`config.mk`:
```
export PLATFORM = sky130hd
export DESIGN_NAME = circular_step_walker
export DESIGN_NICKNAME = d
export VERILOG_FILES = /design/src/rtl/circular_step_walker_pkg.sv /design/src/rtl/circular_step_walker_chooser.sv /design/src/rtl/circular_step_walker.sv
export SDC_FILE = /design/constraint.sdc
export NUM_CORES = 1
export LEC_CHECK = 0
export ABC_AREA = 1
export CAP_MARGIN = 5
export CELL_PAD_IN_SITES_DETAIL_PLACEMENT = 1
export CELL_PAD_IN_SITES_GLOBAL_PLACEMENT = 1
export CORE_UTILIZATION = 43
export DETAILED_ROUTE_END_ITERATION = 10
export GPL_ROUTABILITY_DRIVEN = 0
export PLACE_DENSITY_LB_ADDON = 0.1
export SLEW_MARGIN = 25
export SYNTH_ARGS = -nofsm -noshare
export SYNTH_HDL_FRONTEND = slang
export SYNTH_SLANG_ARGS = --single-unit
export TNS_END_PERCENT = 50
```
`constraint.sdc`:
```
create_clock -name clk -period 6.5 [get_ports clk]
set_input_delay 1.95 -clock clk [delete_from_list [all_inputs] [get_ports clk]]
set_output_delay 1.95 -clock clk [all_outputs]
set_load 0.01 [all_outputs]
```
`src/rtl/circular_step_walker_pkg.sv`:
```
// Shared types for the circular-op step walker: per-axis step encoding and walker FSM states.
package Circular_PKG;

  localparam int BYTE_BITS = 8;

  typedef enum logic [1:0] {
    STEP_NONE = 2'b00,
    STEP_POS  = 2'b01,
    STEP_NEG  = 2'b11
  } StepDir_t;

  typedef enum logic [1:0] {
    IDLE,
    INIT,
    STEP,
    DONE
  } WalkerState_t;

endpackage

```
`src/rtl/circular_step_walker_chooser.sv`:
```
// Picks the single X or Y unit step that keeps the point closest to the circle,
// and returns the midpoint error after taking it.
module circular_step_walker_chooser
  import Circular_PKG::*;
#(
  parameter int NUM_BITS = BYTE_BITS,
  parameter int ERR_BITS = 2 * NUM_BITS + 3
) (
  input  logic signed [NUM_BITS-1:0] x,
  input  logic signed [NUM_BITS-1:0] y,
  input  logic signed [ERR_BITS-1:0] err,
  input  logic                       is_cw,
  output StepDir_t                   step_x,
  output StepDir_t                   step_y,
  output logic signed [ERR_BITS-1:0] err_next
);

  localparam logic signed [ERR_BITS-1:0] ONE_E = ERR_BITS'(1);

  logic                       x_neg;
  logic                       y_neg;
  logic signed [ERR_BITS-1:0] x_e;
  logic signed [ERR_BITS-1:0] y_e;
  logic signed [ERR_BITS-1:0] err_x;
  logic signed [ERR_BITS-1:0] err_y;
  logic        [ERR_BITS-1:0] abs_x;
  logic        [ERR_BITS-1:0] abs_y;
  logic                       take_x;

  always_comb begin
    // CCW tangent: X moves against the sign of y, Y moves with the sign of x.
    x_neg = (y >= 0);
    y_neg = (x < 0);
    if (is_cw) begin
      x_neg = ~x_neg;
      y_neg = ~y_neg;
    end

    x_e = {{(ERR_BITS-NUM_BITS){x[NUM_BITS-1]}}, x};
    y_e = {{(ERR_BITS-NUM_BITS){y[NUM_BITS-1]}}, y};

    err_x = x_neg ? (err - (x_e <<< 1) + ONE_E) : (err + (x_e <<< 1) + ONE_E);
    err_y = y_neg ? (err - (y_e <<< 1) + ONE_E) : (err + (y_e <<< 1) + ONE_E);

    abs_x = err_x[ERR_BITS-1] ? ERR_BITS'(-err_x) : ERR_BITS'(err_x);
    abs_y = err_y[ERR_BITS-1] ? ERR_BITS'(-err_y) : ERR_BITS'(err_y);

    take_x = (abs_x <= abs_y);

    step_x   = STEP_NONE;
    step_y   = STEP_NONE;
    err_next = err_y;
    if (take_x) begin
      step_x   = x_neg ? STEP_NEG : STEP_POS;
      err_next = err_x;
    end else begin
      step_y   = y_neg ? STEP_NEG : STEP_POS;
    end
  end

endmodule

```
`src/rtl/circular_step_walker.sv`:
```
// Walks a circular arc one axis step at a time from a start point relative to the
// centre, emitting exactly num_steps steps over a valid/ready handshake.
module circular_step_walker
  import Circular_PKG::*;
#(
  parameter  int NUM_BITS  = BYTE_BITS,
  localparam int STEP_BITS = NUM_BITS + 3,
  localparam int ERR_BITS  = 2 * NUM_BITS + 3
) (
  input  logic                        clk,
  input  logic                        reset,
  input  logic                        start,
  input  logic                        is_cw,
  input  logic signed [NUM_BITS-1:0]  start_x,
  input  logic signed [NUM_BITS-1:0]  start_y,
  input  logic signed [NUM_BITS-1:0]  r,
  input  logic        [STEP_BITS-1:0] num_steps,
  output logic                        rdy,
  output logic                        step_valid,
  input  logic                        step_ready,
  output StepDir_t                    step_x,
  output StepDir_t                    step_y,
  output logic signed [NUM_BITS-1:0]  cur_x,
  output logic signed [NUM_BITS-1:0]  cur_y,
  output logic                        done
);

  localparam logic signed [NUM_BITS-1:0] ONE_N = NUM_BITS'(1);
  localparam logic [STEP_BITS-1:0]       ONE_S = STEP_BITS'(1);

  WalkerState_t               state;
  logic signed [NUM_BITS-1:0] x_q;
  logic signed [NUM_BITS-1:0] y_q;
  logic signed [NUM_BITS-1:0] r_q;
  logic                       cw_q;
  logic [STEP_BITS-1:0]       cnt_q;
  logic signed [ERR_BITS-1:0] err_q;

  logic signed [ERR_BITS-1:0] x_e;
  logic signed [ERR_BITS-1:0] y_e;
  logic signed [ERR_BITS-1:0] r_e;
  StepDir_t                   ch_step_x;
  StepDir_t                   ch_step_y;
  logic signed [ERR_BITS-1:0] ch_err;

  always_comb begin
    x_e = {{(ERR_BITS-NUM_BITS){x_q[NUM_BITS-1]}}, x_q};
    y_e = {{(ERR_BITS-NUM_BITS){y_q[NUM_BITS-1]}}, y_q};
    r_e = {{(ERR_BITS-NUM_BITS){r_q[NUM_BITS-1]}}, r_q};
  end

  circular_step_walker_chooser #(
    .NUM_BITS (NUM_BITS),
    .ERR_BITS (ERR_BITS)
  ) u_chooser (
    .x        (x_q),
    .y        (y_q),
    .err      (err_q),
    .is_cw    (cw_q),
    .step_x   (ch_step_x),
    .step_y   (ch_step_y),
    .err_next (ch_err)
  );

  assign cur_x  = x_q;
  assign cur_y  = y_q;
  // Chooser output is meaningless outside STEP, so mask it to NONE.
  assign step_x = step_valid ? ch_step_x : STEP_NONE;
  assign step_y = step_valid ? ch_step_y : STEP_NONE;

  always_ff @(posedge clk) begin
    if (!reset) begin
      state      <= IDLE;
      rdy        <= 1'b1;
      step_valid <= 1'b0;
      done       <= 1'b0;
      x_q        <= '0;
      y_q        <= '0;
      r_q        <= '0;
      cw_q       <= 1'b0;
      cnt_q      <= '0;
      err_q      <= '0;
    end else begin
      done <= 1'b0;
      case (state)
        IDLE: begin
          if (start) begin
            x_q   <= start_x;
            y_q   <= start_y;
            r_q   <= r;
            cw_q  <= is_cw;
            cnt_q <= num_steps;
            rdy   <= 1'b0;
            state <= INIT;
          end
        end
        INIT: begin
          err_q <= x_e * x_e + y_e * y_e - r_e * r_e;
          if (cnt_q == '0) begin
            done  <= 1'b1;
            state <= DONE;
          end else begin
            step_valid <= 1'b1;
            state      <= STEP;
          end
        end
        STEP: begin
          if (step_ready) begin
            case (ch_step_x)
              STEP_POS: x_q <= x_q + ONE_N;
              STEP_NEG: x_q <= x_q - ONE_N;
              default:  ;
            endcase
            case (ch_step_y)
              STEP_POS: y_q <= y_q + ONE_N;
              STEP_NEG: y_q <= y_q - ONE_N;
              default:  ;
            endcase
            err_q <= ch_err;
            cnt_q <= cnt_q - ONE_S;
            if (cnt_q == ONE_S) begin
              step_valid <= 1'b0;
              done       <= 1'b1;
              state      <= DONE;
            end
          end
        end
        DONE: begin
          rdy   <= 1'b1;
          state <= IDLE;
        end
        default: state <= IDLE;
      endcase
    end
  end

endmodule

```
; Word-level counts from Yosys, hierarchy flattened
; Cells that the tools add are included.
[totals]
register_bits = 60
[op_classes]
bitwise_logic = 2
reduce_logical = 13
n_lt_le_gt_ge = 3
n_addsub = 17
mul = 3
n_mux = 41
n_eq_ne = 14
[op_table]
columns = operator, n
row1 = 19-bit 2-to-1 mux, 6
row2 = 19-bit by 2-bit adder with 19-bit output (second input constant), 4
row3 = 8-bit one-hot mux with 2 select lines, 4
row4 = 8-bit by 8-bit multiplier with 16-bit output, 3
row5 = 19-bit by 9-bit adder with 19-bit output, 2
row6 = 19-bit negator, 2
row7 = 19-bit one-hot mux with 2 select lines, 1
row8 = 19-bit by 9-bit subtractor with 19-bit output, 2
row9 = 8-bit 2-to-1 mux, 4
row10 = 11-bit 2-to-1 mux, 2
row11 = 11-bit one-hot mux with 2 select lines, 1
row12 = 19-bit less-or-equal comparator, 1
row13 = 2-bit 2-to-1 mux, 9
row14 = 17-bit by 16-bit subtractor with 18-bit output, 1
row15 = 16-bit by 16-bit adder with 17-bit output, 1
row16 = 8-bit by 2-bit adder with 8-bit output (second input constant), 2
row17 = 8-bit by 2-bit subtractor with 8-bit output (second input constant), 2
row18 = 4-bit AND reduction, 3
row19 = 11-bit by 1-bit == test with 1-bit output (second input constant), 1
row20 = 11-bit logical NOT, 1
row21 = 11-bit by 1-bit subtractor with 11-bit output (second input constant), 1
row22 = 1-bit 2-to-1 mux, 10
row23 = 2-bit == test (second input constant), 4
row24 = 8-bit by 1-bit >= comparator with 1-bit output (second input constant), 1
row25 = other kinds (11), 25

; Longest topological paths before layout
; Gate-level depths: netlist of the first run.
[logic_depth]
ltp_word = 12
ltp_mapped = 45
mapped_depth_nobuf = 44

; Hierarchy
; A second synthesis of the first run with hierarchy kept.
[hier_totals]
hier_cells = 2723
area_unflattened_um2 = 18112.4
[by_module_without_submodules]
columns = mod, cells_each, n_inst, area_each_um2
row1 = circular_step_walker, 1406, 1, 11252.0
row2 = circular_step_walker_chooser, 1317, 1, 6860.3

; Worst setup path before layout of the first run
; No wires, ideal clock.
[synth_path]
path_type = register to register
startpoint = register y_q[7] (netlist: cur_y[7])
endpoint = register err_q[15]
period_less_slack_ns = 6.328
t_arrival_ns = 6.215
required_time_ns = 6.386
setup_ns = 0.114
path_stages_with_launch = 28
setup_slack_ns = 0.172
path_cell_list = dfxtp_1 -> buf_6 -> clkbuf_1 -> nand2_1 -> fa_1 -> inv_1 -> fa_1 -> fa_1 -> fa_1 -> fa_1 -> inv_1 -> fa_1 -> inv_1 -> fa_1 -> ha_1 -> nand2_1 -> o21ai_1 -> nand3_1 -> nand2_1 -> nand3_1 -> nand2_1 -> nand2_1 -> nand2_1 -> nand2_1 -> nand3_1 -> nand2_1 -> o21bai_1 -> inv_1
[synth_between]
elab_chain_len = 10
[synth_rtl]
columns = element, line
row1 = from (decl), circular_step_walker.sv:33  ; logic signed [NUM_BITS-1:0] y_q;
row2 = from (signal assigned), circular_step_walker.sv:89  ; y_q <= start_y;
row3 = from (signal assigned), circular_step_walker.sv:115  ; STEP_POS: y_q <= y_q + ONE_N;
row4 = from (signal assigned), circular_step_walker.sv:116  ; STEP_NEG: y_q <= y_q - ONE_N;
row5 = "parallel branches: the longest is 9 deep, another holds 19-bit by 9-bit adder with 19-bit output", -
row6 = 19-bit one-hot mux with 2 select lines (*), circular_step_walker.sv:85  ; case (state)
row7 = to (signal assigned), circular_step_walker.sv:98  ; err_q <= x_e * x_e + y_e * y_e - r_e * r_e;
row8 = to (signal assigned), circular_step_walker.sv:119  ; err_q <= ch_err;
row9 = to (decl), circular_step_walker.sv:37  ; logic signed [ERR_BITS-1:0] err_q;
; Every way passes the cells marked *. The select of a mux whose other input is x is not followed.
; A chain may end at the register's enable or synchronous reset.

; Final worst setup path of the first run
[layout_path]
startpoint = register err_q[1]
endpoint = output step_y[1]
[layout_between]
elab_chain_len = 8
[layout_rtl]
columns = element, line
row1 = 19-bit by 9-bit adder with 19-bit output (tied with other cells), circular_step_walker_chooser.sv:42  ; err_x = x_neg ? (err - (x_e <<< 1) + ONE_E) : (err + (x_e <<< 1) + ONE_E);
row2 = 19-bit by 2-bit adder with 19-bit output (on tied branches), "circular_step_walker_chooser.sv:42, circular_step_walker_chooser.sv:43"
row3 = 19-bit 2-to-1 mux (on tied branches), "circular_step_walker_chooser.sv:42, circular_step_walker_chooser.sv:43"
row4 = 19-bit negator (on tied branches), "circular_step_walker_chooser.sv:45, circular_step_walker_chooser.sv:46"
row5 = 19-bit 2-to-1 mux (on tied branches), "circular_step_walker_chooser.sv:45, circular_step_walker_chooser.sv:46"
row6 = 19-bit less-or-equal comparator (*), circular_step_walker_chooser.sv:48  ; take_x = (abs_x <= abs_y);
row7 = 2-bit 2-to-1 mux (*), circular_step_walker_chooser.sv:53  ; if (take_x) begin
row8 = 2-bit 2-to-1 mux (*), circular_step_walker.sv:69  ; assign step_y = step_valid ? ch_step_y : STEP_NONE;
row9 = to (decl), circular_step_walker.sv:22  ; output StepDir_t step_y,
; Mark *: on every way between the ends. The rest lies on a longest branch, timed or not.

==> results of run 1 <==
-- Yosys cell counts (all sizes together) --
master   count
nor2       195
nand3      161
a31oi        8
o41ai        4
nor3b        1
and2         6
a21o         6
xnor2       19
o211ai       9
o221ai      12
o21bai       8
dfxtp       60
a221o        1
o22ai       10
nand4       25
clkbuf      40
a221oi       3
or2          7
o31ai        9
nor4         2
fa         213
nand3b       3
a21boi       2
a21oi      171
ha         208
a211oi       5
nand2      503
xor2        48
conb         1
o21ai      127
o2111ai      3
inv        487
o21a         1
nor3        24
buf         20
-- registers in the layout (all words and copies together) (netlist names) --
register,cells
cur_x,8
cur_y,8
rdy,1
err_q,19
step_valid,1
cw_q,1
r_q,8
state,2
cnt_q,11
done,1
-- per-stage QoR --
stage                     hold WS (ns)  std cells  setup slack (ns)  setup TNS [ns]  cell area, sq um
after detailed placement        0.4586       3173           -0.3084          -1.817             19950
final                           0.4649       3217          -0.05453         -0.1033             21940
after floorplan                 0.4434       2402            0.1718               0             16970
after CTS                       0.4669       3203          0.003968               0             21070
after global placement          0.4563       3173           -0.1084         -0.3155             19950
after global routing            0.4956       3217           -0.2396          -1.269             21940
-- cell usage in the layout, fill, tap and decap left out, types with 12 or more instances in the layout --
cell type        count
a21oi_1            141
a21oi_2             28
buf_4              251
buf_6               16
clkdlybuf4s50_1     58
dfxtp_1             30
dfxtp_2             25
fa_1               202
ha_1               150
ha_4                57
inv_1              439
inv_2               40
nand2_1            460
nand2_2             36
nand3_1            137
nand3_2             17
nand4_1             24
nor2_1             158
nor2_2              23
nor2_4              14
o21ai_0             80
o21ai_1             33
o21ai_2             12
xnor2_1             18
xor2_1              48
-- metal layers --
metal | wire, microns | share of wire (%)
met5 | 0 | 0
met4 | 3305 | 5.0
met2 | 33870 | 51
met1 | 26250 | 40
met3 | 2930 | 4.4
-- layout make-up --
| type | instances | share of cell area [%] |
|---|---|---|
| Inverter | 487 | 8.452 |
| Clock buffer | 10 | 1.044 |
| Timing Repair Buffer | 340 | 13.23 |
| Sequential cell | 60 | 5.703 |
| Multi-Input combinational cell | 1795 | 68.30 |
| Timing Repair inverter | 1 | 0.02281 |
| Tap cell | 518 | 2.954 |
| Clock inverter | 6 | 0.2965 |
-- worst paths after layout --
| kind | start | end | slack [ns] | cells after the start |
|---|---|---|---|---|
| worst max-delay path | err_q[1] | step_y[1] | -0.05 | 30 |
| worst min-delay path | cnt_q[5] | cnt_q[5] | 0.46 | 2 |
| worst max register to register | cur_x[7] | err_q[14] | 0.20 | 26 |
| worst min register to register | cnt_q[5] | cnt_q[5] | 0.46 | 2 |
-- logic make-up (layout without fill, tap and decap cells) --
kind of cell | after synthesis | after routing
other | 1 | 1
XOR/XNOR | 67 | 67
adder cells (fa/ha/maj) | 421 | 421
AND/OR/NAND/NOR | 927 | 927
buffers and inverters | 547 | 844
AO/OA/AOI/OAI | 379 | 379
flip-flops | 60 | 60
-- worst max-delay path: cells and delay by family (launching register included) --
kind,cells,cell delay (ns)
xor+xnor,1,0.17
compound gates,2,0.43
fa+ha+maj,4,1.10
simple gates,16,1.50
flops,1,0.36
buf+inv,7,0.66
-- what timing repair did --
item | in CTS | in global routing
endpoints found under the hold margin | 0 | 0
gates cloned | 2 | 0
resized for setup | 148 | 177
pin swaps | 39 | 76
endpoints found under the setup margin | 13 | 14
buffers inserted | 13 | 14
==> flow_metrics.py, run 1 <==
metrics = {
    "floorplanning": {
        "start_util_pct": 43.70,
        "die_width_microns": 200.7,
        "die_h_microns": 200.7,
        "design.portCount": 63,
        "num_rows": 72,
        "die-area_sq_um": 40260,
        "core_sq_um": 38830,
    },
    "timing": {
        "rsz0062_at_grt": "yes",
        "tightest_slew_ns": 0.8765,
        "min_period_over_period_pct": 100.8,
        "relSlewSlack_pct": 41.50,
        "setup_viol": 4,
        "final-hold-violation-count": 0,
        "layout_min_cycle_time_ns": 6.555,
        "clock.fmax_mhz": 152.6,
        "worst_slack_ns": -0.05453,
        "clock_skew_ns": 0.01756,
        "maxSlewViolCount": 0,
    },
    "yosys": {
        "post-synth-top-area-cell": "fa_1",
        "ys_types": 59,
        "synth_top_family_by_area": "adder cells",
        "avgSynthCellArea_sq_um": 7.064,
        "synth_compound_area_share_pct": 12.73,
        "ys_ff_latch": 60,
        "syn-num-nets": 2863,
        "synth_top_area_share_pct": 25.13,
        "seq_area_frac_synth_pct": 7.079,
        "synth-xor-area-share_pct": 3.502,
        "syn_inst": 2402,
        "muxShareOfSynthArea_pct": 0,
        "synth-adder-area-share_pct": 40.47,
        "post_synth_and_or_nand_nor_area_fraction_pct": 23.76,
        "synth_area_sq_um": 16970,
        "ys_top_cells_by_area": "fa_1 (25%), ha_1 (15%), nand2_1 (11%)",
        "ys_warn_count": 0,
    },
    "routing": {
        "num_vias": 17570,
        "viasPerCell": 5.462,
        "drt_first_pass_iters": 5,
        "ant_nets": 0,
        "remaining_drc_errors": 0,
        "wl_per_cell_microns": 20.63,
        "wl_microns": 66350,
        "drt-initial-drc-count": 987,
    },
    "setup_path": {
        "crit_path_end_kind": "output pin",
        "cp-start-kind": "register",
        "worstPathMaxFanout": 3,
        "cp_common_cell": "nand2_1",
        "slowest_stage": "fa_2",
        "cp.required_ns": 4.55,
        "critical_path_class": "register to output pin",
        "slowest_delay_ns": 0.39,
        "crit_arrival_ns": 4.60,
    },
    "place": {
        "io_buffers": 62,
        "dp_hpwl_microns": 52260,
    },
    "final_layout": {
        "diodes": 0,
        "drive_above_1_share_pct": 23.05,
        "synthToLayoutAreaGrowth_pct": 29.30,
        "final_core_util_pct": 56.51,
        "ff_latch_area_sq_um": 1251,
        "final_nets": 3155,
        "nFillCells": 4925,
        "multi_input_area_sq_um": 14980,
    },
    "run": {
        "maxCapViolCount": 0,
    },
    "cts": {
        "insertion_delay_ns": 0.38,
        "cts_tree": "yes",
        "hold_buffers": 0,
        "clkTransAtPathRegs_ns": 0.07,
        "cts.sinks": 60,
        "numCtsBuffers": 9,
        "clockBufferDepth": 2,
        "h-tree-depth": 3,
        "clockRootBuffer": "clkbuf_16",
    },
    "grt": {
        "use_met1_pct": 38.23,
        "grt_max_degree": 50,
        "grt_pass1_wl_microns": 102700,
        "busiest_layer": "met2",
        "grt_use_total_pct": 32.43,
        "antenna_found_initial": 0,
        "overflow": 0,
        "first_global_vias": 19340,
        "grt_use_met2_pct": 60.01,
        "globalRouteMet3Util_pct": 2.695,
    },
    "outcome": {
        "violations": "setup timing",
        "outcome": "finished, violations left",
    },
    "worst_hold_path": {
        "worstHoldPathType": "register to register",
    },
}
Power of run 1 is not shown: default switching activity piles up to over one toggle a cycle in this logic, so the estimate is an artifact.
==> run 2: changes to the inputs <==
--- a/config.mk
+++ b/config.mk
@@ -9,12 +9,13 @@
 export CAP_MARGIN = 5
 export CELL_PAD_IN_SITES_DETAIL_PLACEMENT = 1
 export CELL_PAD_IN_SITES_GLOBAL_PLACEMENT = 1
-export CORE_UTILIZATION = 43
+export CORE_UTILIZATION = 42
 export DETAILED_ROUTE_END_ITERATION = 10
 export GPL_ROUTABILITY_DRIVEN = 0
 export PLACE_DENSITY_LB_ADDON = 0.1
 export SLEW_MARGIN = 25
 export SYNTH_ARGS = -nofsm -noshare
 export SYNTH_HDL_FRONTEND = slang
+export SYNTH_HIERARCHICAL = 1
 export SYNTH_SLANG_ARGS = --single-unit
 export TNS_END_PERCENT = 50
==> flow_metrics.py, run 2 <==
metrics = {
    "routing": {
        "num_vias": 19540,
        "drt-initial-drc-count": 1062,
        "remaining_drc_errors": 0,
        "ant_nets": 0,
        "wl_microns": 75040,
        "wl_per_cell_microns": 20.64,
        "drt_first_pass_iters": 5,
        "viasPerCell": 5.374,
    },
    "setup_path": {
        "cp_common_cell": "nand2_1",
        "worstPathMaxFanout": 7,
        "slowest_delay_ns": 0.36,
        "cp.required_ns": 4.55,
        "crit_arrival_ns": 4.82,
        "crit_path_end_kind": "output pin",
        "cp-start-kind": "register",
        "slowest_stage": "dfxtp_4",
        "critical_path_class": "register to output pin",
    },
    "final_layout": {
        "fin_area_sq_um": 24040,
        "regMostFlops": "err_q",
        "drive_above_1_share_pct": 23.70,
        "top_regs": "err_q: 19 flops, cnt_q: 11 flops",
        "final_nets": 3569,
        "most-common-layout-cells": "nand2_1 (620), inv_1 (598), buf_4 (334)",
        "synthToLayoutAreaGrowth_pct": 32.71,
        "largest_reg_flops": 19,
        "diodes": 0,
        "nFillCells": 5458,
        "final_common_cell": "nand2_1",
        "fin_cells": 3636,
    },
    "grt": {
        "first_global_vias": 21270,
        "overflow": 0,
        "grt_max_degree": 59,
        "antenna_found_initial": 3,
        "grt_pass1_wl_microns": 112600,
        "grt_use_total_pct": 33.30,
    },
    "timing": {
        "hold_ws_ns": 0.4903,
        "tightest_slew_ns": 0.8625,
        "maxSlewViolCount": 0,
        "setup_viol": 4,
        "clock.fmax_mhz": 147.8,
        "final-hold-violation-count": 0,
        "relSlewSlack_pct": 42.49,
        "worst_slack_ns": -0.2680,
        "layout_min_cycle_time_ns": 6.768,
        "min_period_over_period_pct": 104.1,
        "clock_skew_ns": 0.01629,
        "rsz0062_at_grt": "yes",
        "finalSetupTns_ns": -0.8155,
    },
    "cts": {
        "hold_buffers": 0,
        "clkTransAtPathRegs_ns": 0.07,
        "clockBufferDepth": 2,
        "clockRootBuffer": "clkbuf_16",
        "numCtsBuffers": 9,
        "h-tree-depth": 3,
        "cts.sinks": 60,
        "cts_tree": "yes",
        "insertion_delay_ns": 0.37,
    },
    "run": {
        "maxCapViolCount": 0,
    },
    "floorplanning": {
        "die_width_microns": 209.7,
        "die_h_microns": 209.7,
        "core_sq_um": 42230,
        "num_rows": 75,
        "die-area_sq_um": 43960,
        "design.portCount": 63,
        "start_util_pct": 42.89,
    },
    "place": {
        "dp_hpwl_microns": 59030,
        "dp_cells": 3573,
        "io_buffers": 62,
        "placedInstanceArea_sq_um": 21440,
    },
    "yosys": {
        "ys_top_cells_by_area": "fa_1 (23%), ha_1 (16%), nand2_1 (14%)",
        "synthFlopType": "dfxtp_1",
        "avgSynthCellArea_sq_um": 6.652,
        "ys_warn_count": 6,
        "syn-num-nets": 3200,
        "seq_area_frac_synth_pct": 6.632,
        "ys_ff_latch": 60,
        "synth_area_sq_um": 18110,
        "syn_inst": 2723,
        "synth_commonest_cells": "nand2_1 (695), inv_1 (617), ha_1 (225)",
        "synth_edf_count": 0,
        "post-synth-top-area-cell": "fa_1",
        "synth_top_area_share_pct": 23.43,
        "ys_types": 57,
        "async_reset_ff_share_pct": 0,
        "synth.most_common_cell": "nand2_1",
    },
    "outcome": {
        "outcome": "finished, violations left",
        "violations": "setup timing",
    },
    "worst_hold_path": {
        "worstHoldPathType": "register to register",
    },
}
## run 2: metrics by stage
stage | worst slack, ns | utilization (%)
detailed placement | -0.6623 | 50.78
finish | -0.2680 | 56.92
CTS | -0.07035 | 54.46
global route | -0.5216 | 56.92
global placement | -0.5603 | 50.78
floorplan | 0.03115 | -
## run 2: path summary, 6_finish.rpt
path	from	end	slack [ns]	depth (start not counted)
max	cur_x[7]	step_x[1]	-0.27	33
min	cnt_q[5]	cnt_q[5]	0.49	2
max reg2reg	cur_y[7]	err_q[18]	0.06	23
min reg2reg	cnt_q[5]	cnt_q[5]	0.49	2
## run 2: critical path: cells and delay by family (launching register included)
family                     cells  cell delay (ns)
and+or+nand+nor               14             1.29
adders and majority gates      3             0.72
buffers and inverters         10             1.00
DFF                            1             0.36
xor gates and xnor gates       1             0.16
AOI/OAI and AO/OA              5             0.88
## run 2: repair_timing
action	in CTS	in global routing
resized for setup	223	204
buffers inserted	26	22
pin swaps	57	83
cloned	2	0
endpoints found under the setup margin	18	25
## run 2: kinds of logic (layout without fill, tap and decap cells)
group / after synthesis / after routing / share of synthesized area (%)
DFF: 60 / 60 / 6.632
other: 1 / 1 / 0.02070
buffers and inverters: 688 / 1062 / 14.85
AOI/OAI and AO/OA: 320 / 320 / 9.934
xor gates and xnor gates: 57 / 57 / 2.756
and+or+nand+nor: 1160 / 1160 / 26.83
adders and majority gates: 437 / 437 / 38.97
## run 2: cell type report
type	count	area, sq um	area share (%)
Tap cell	539	674.4	2.806
Timing Repair Buffer	420	3433	14.28
Inverter	626	2374	9.875
Clock inverter	4	47.55	0.1978
Multi-Input combinational cell	1975	16030	66.69
Clock buffer	12	256.5	1.067
Sequential cell	60	1222	5.086
## run 2: routing by layer
layer,global-route usage [%],share of wire (%)
met5,0,0.027
met4,16.66,5.2
met3,3.501,3.2
met2,62.86,53
met1,36.81,38
Power of run 2 is left out for the same reason.
==> run 3: changes to the inputs <==
--- a/config.mk
+++ b/config.mk
@@ -10,6 +10,7 @@
 export CELL_PAD_IN_SITES_DETAIL_PLACEMENT = 1
 export CELL_PAD_IN_SITES_GLOBAL_PLACEMENT = 1
 export CORE_UTILIZATION = 42
+export CTS_CLUSTER_SIZE = 24
 export DETAILED_ROUTE_END_ITERATION = 10
 export GPL_ROUTABILITY_DRIVEN = 0
 export PLACE_DENSITY_LB_ADDON = 0.1
==> results of run 3 <==
Final layout, timing and power as in run 2 (identical DEF).
Power of run 3 is left out for the same reason.
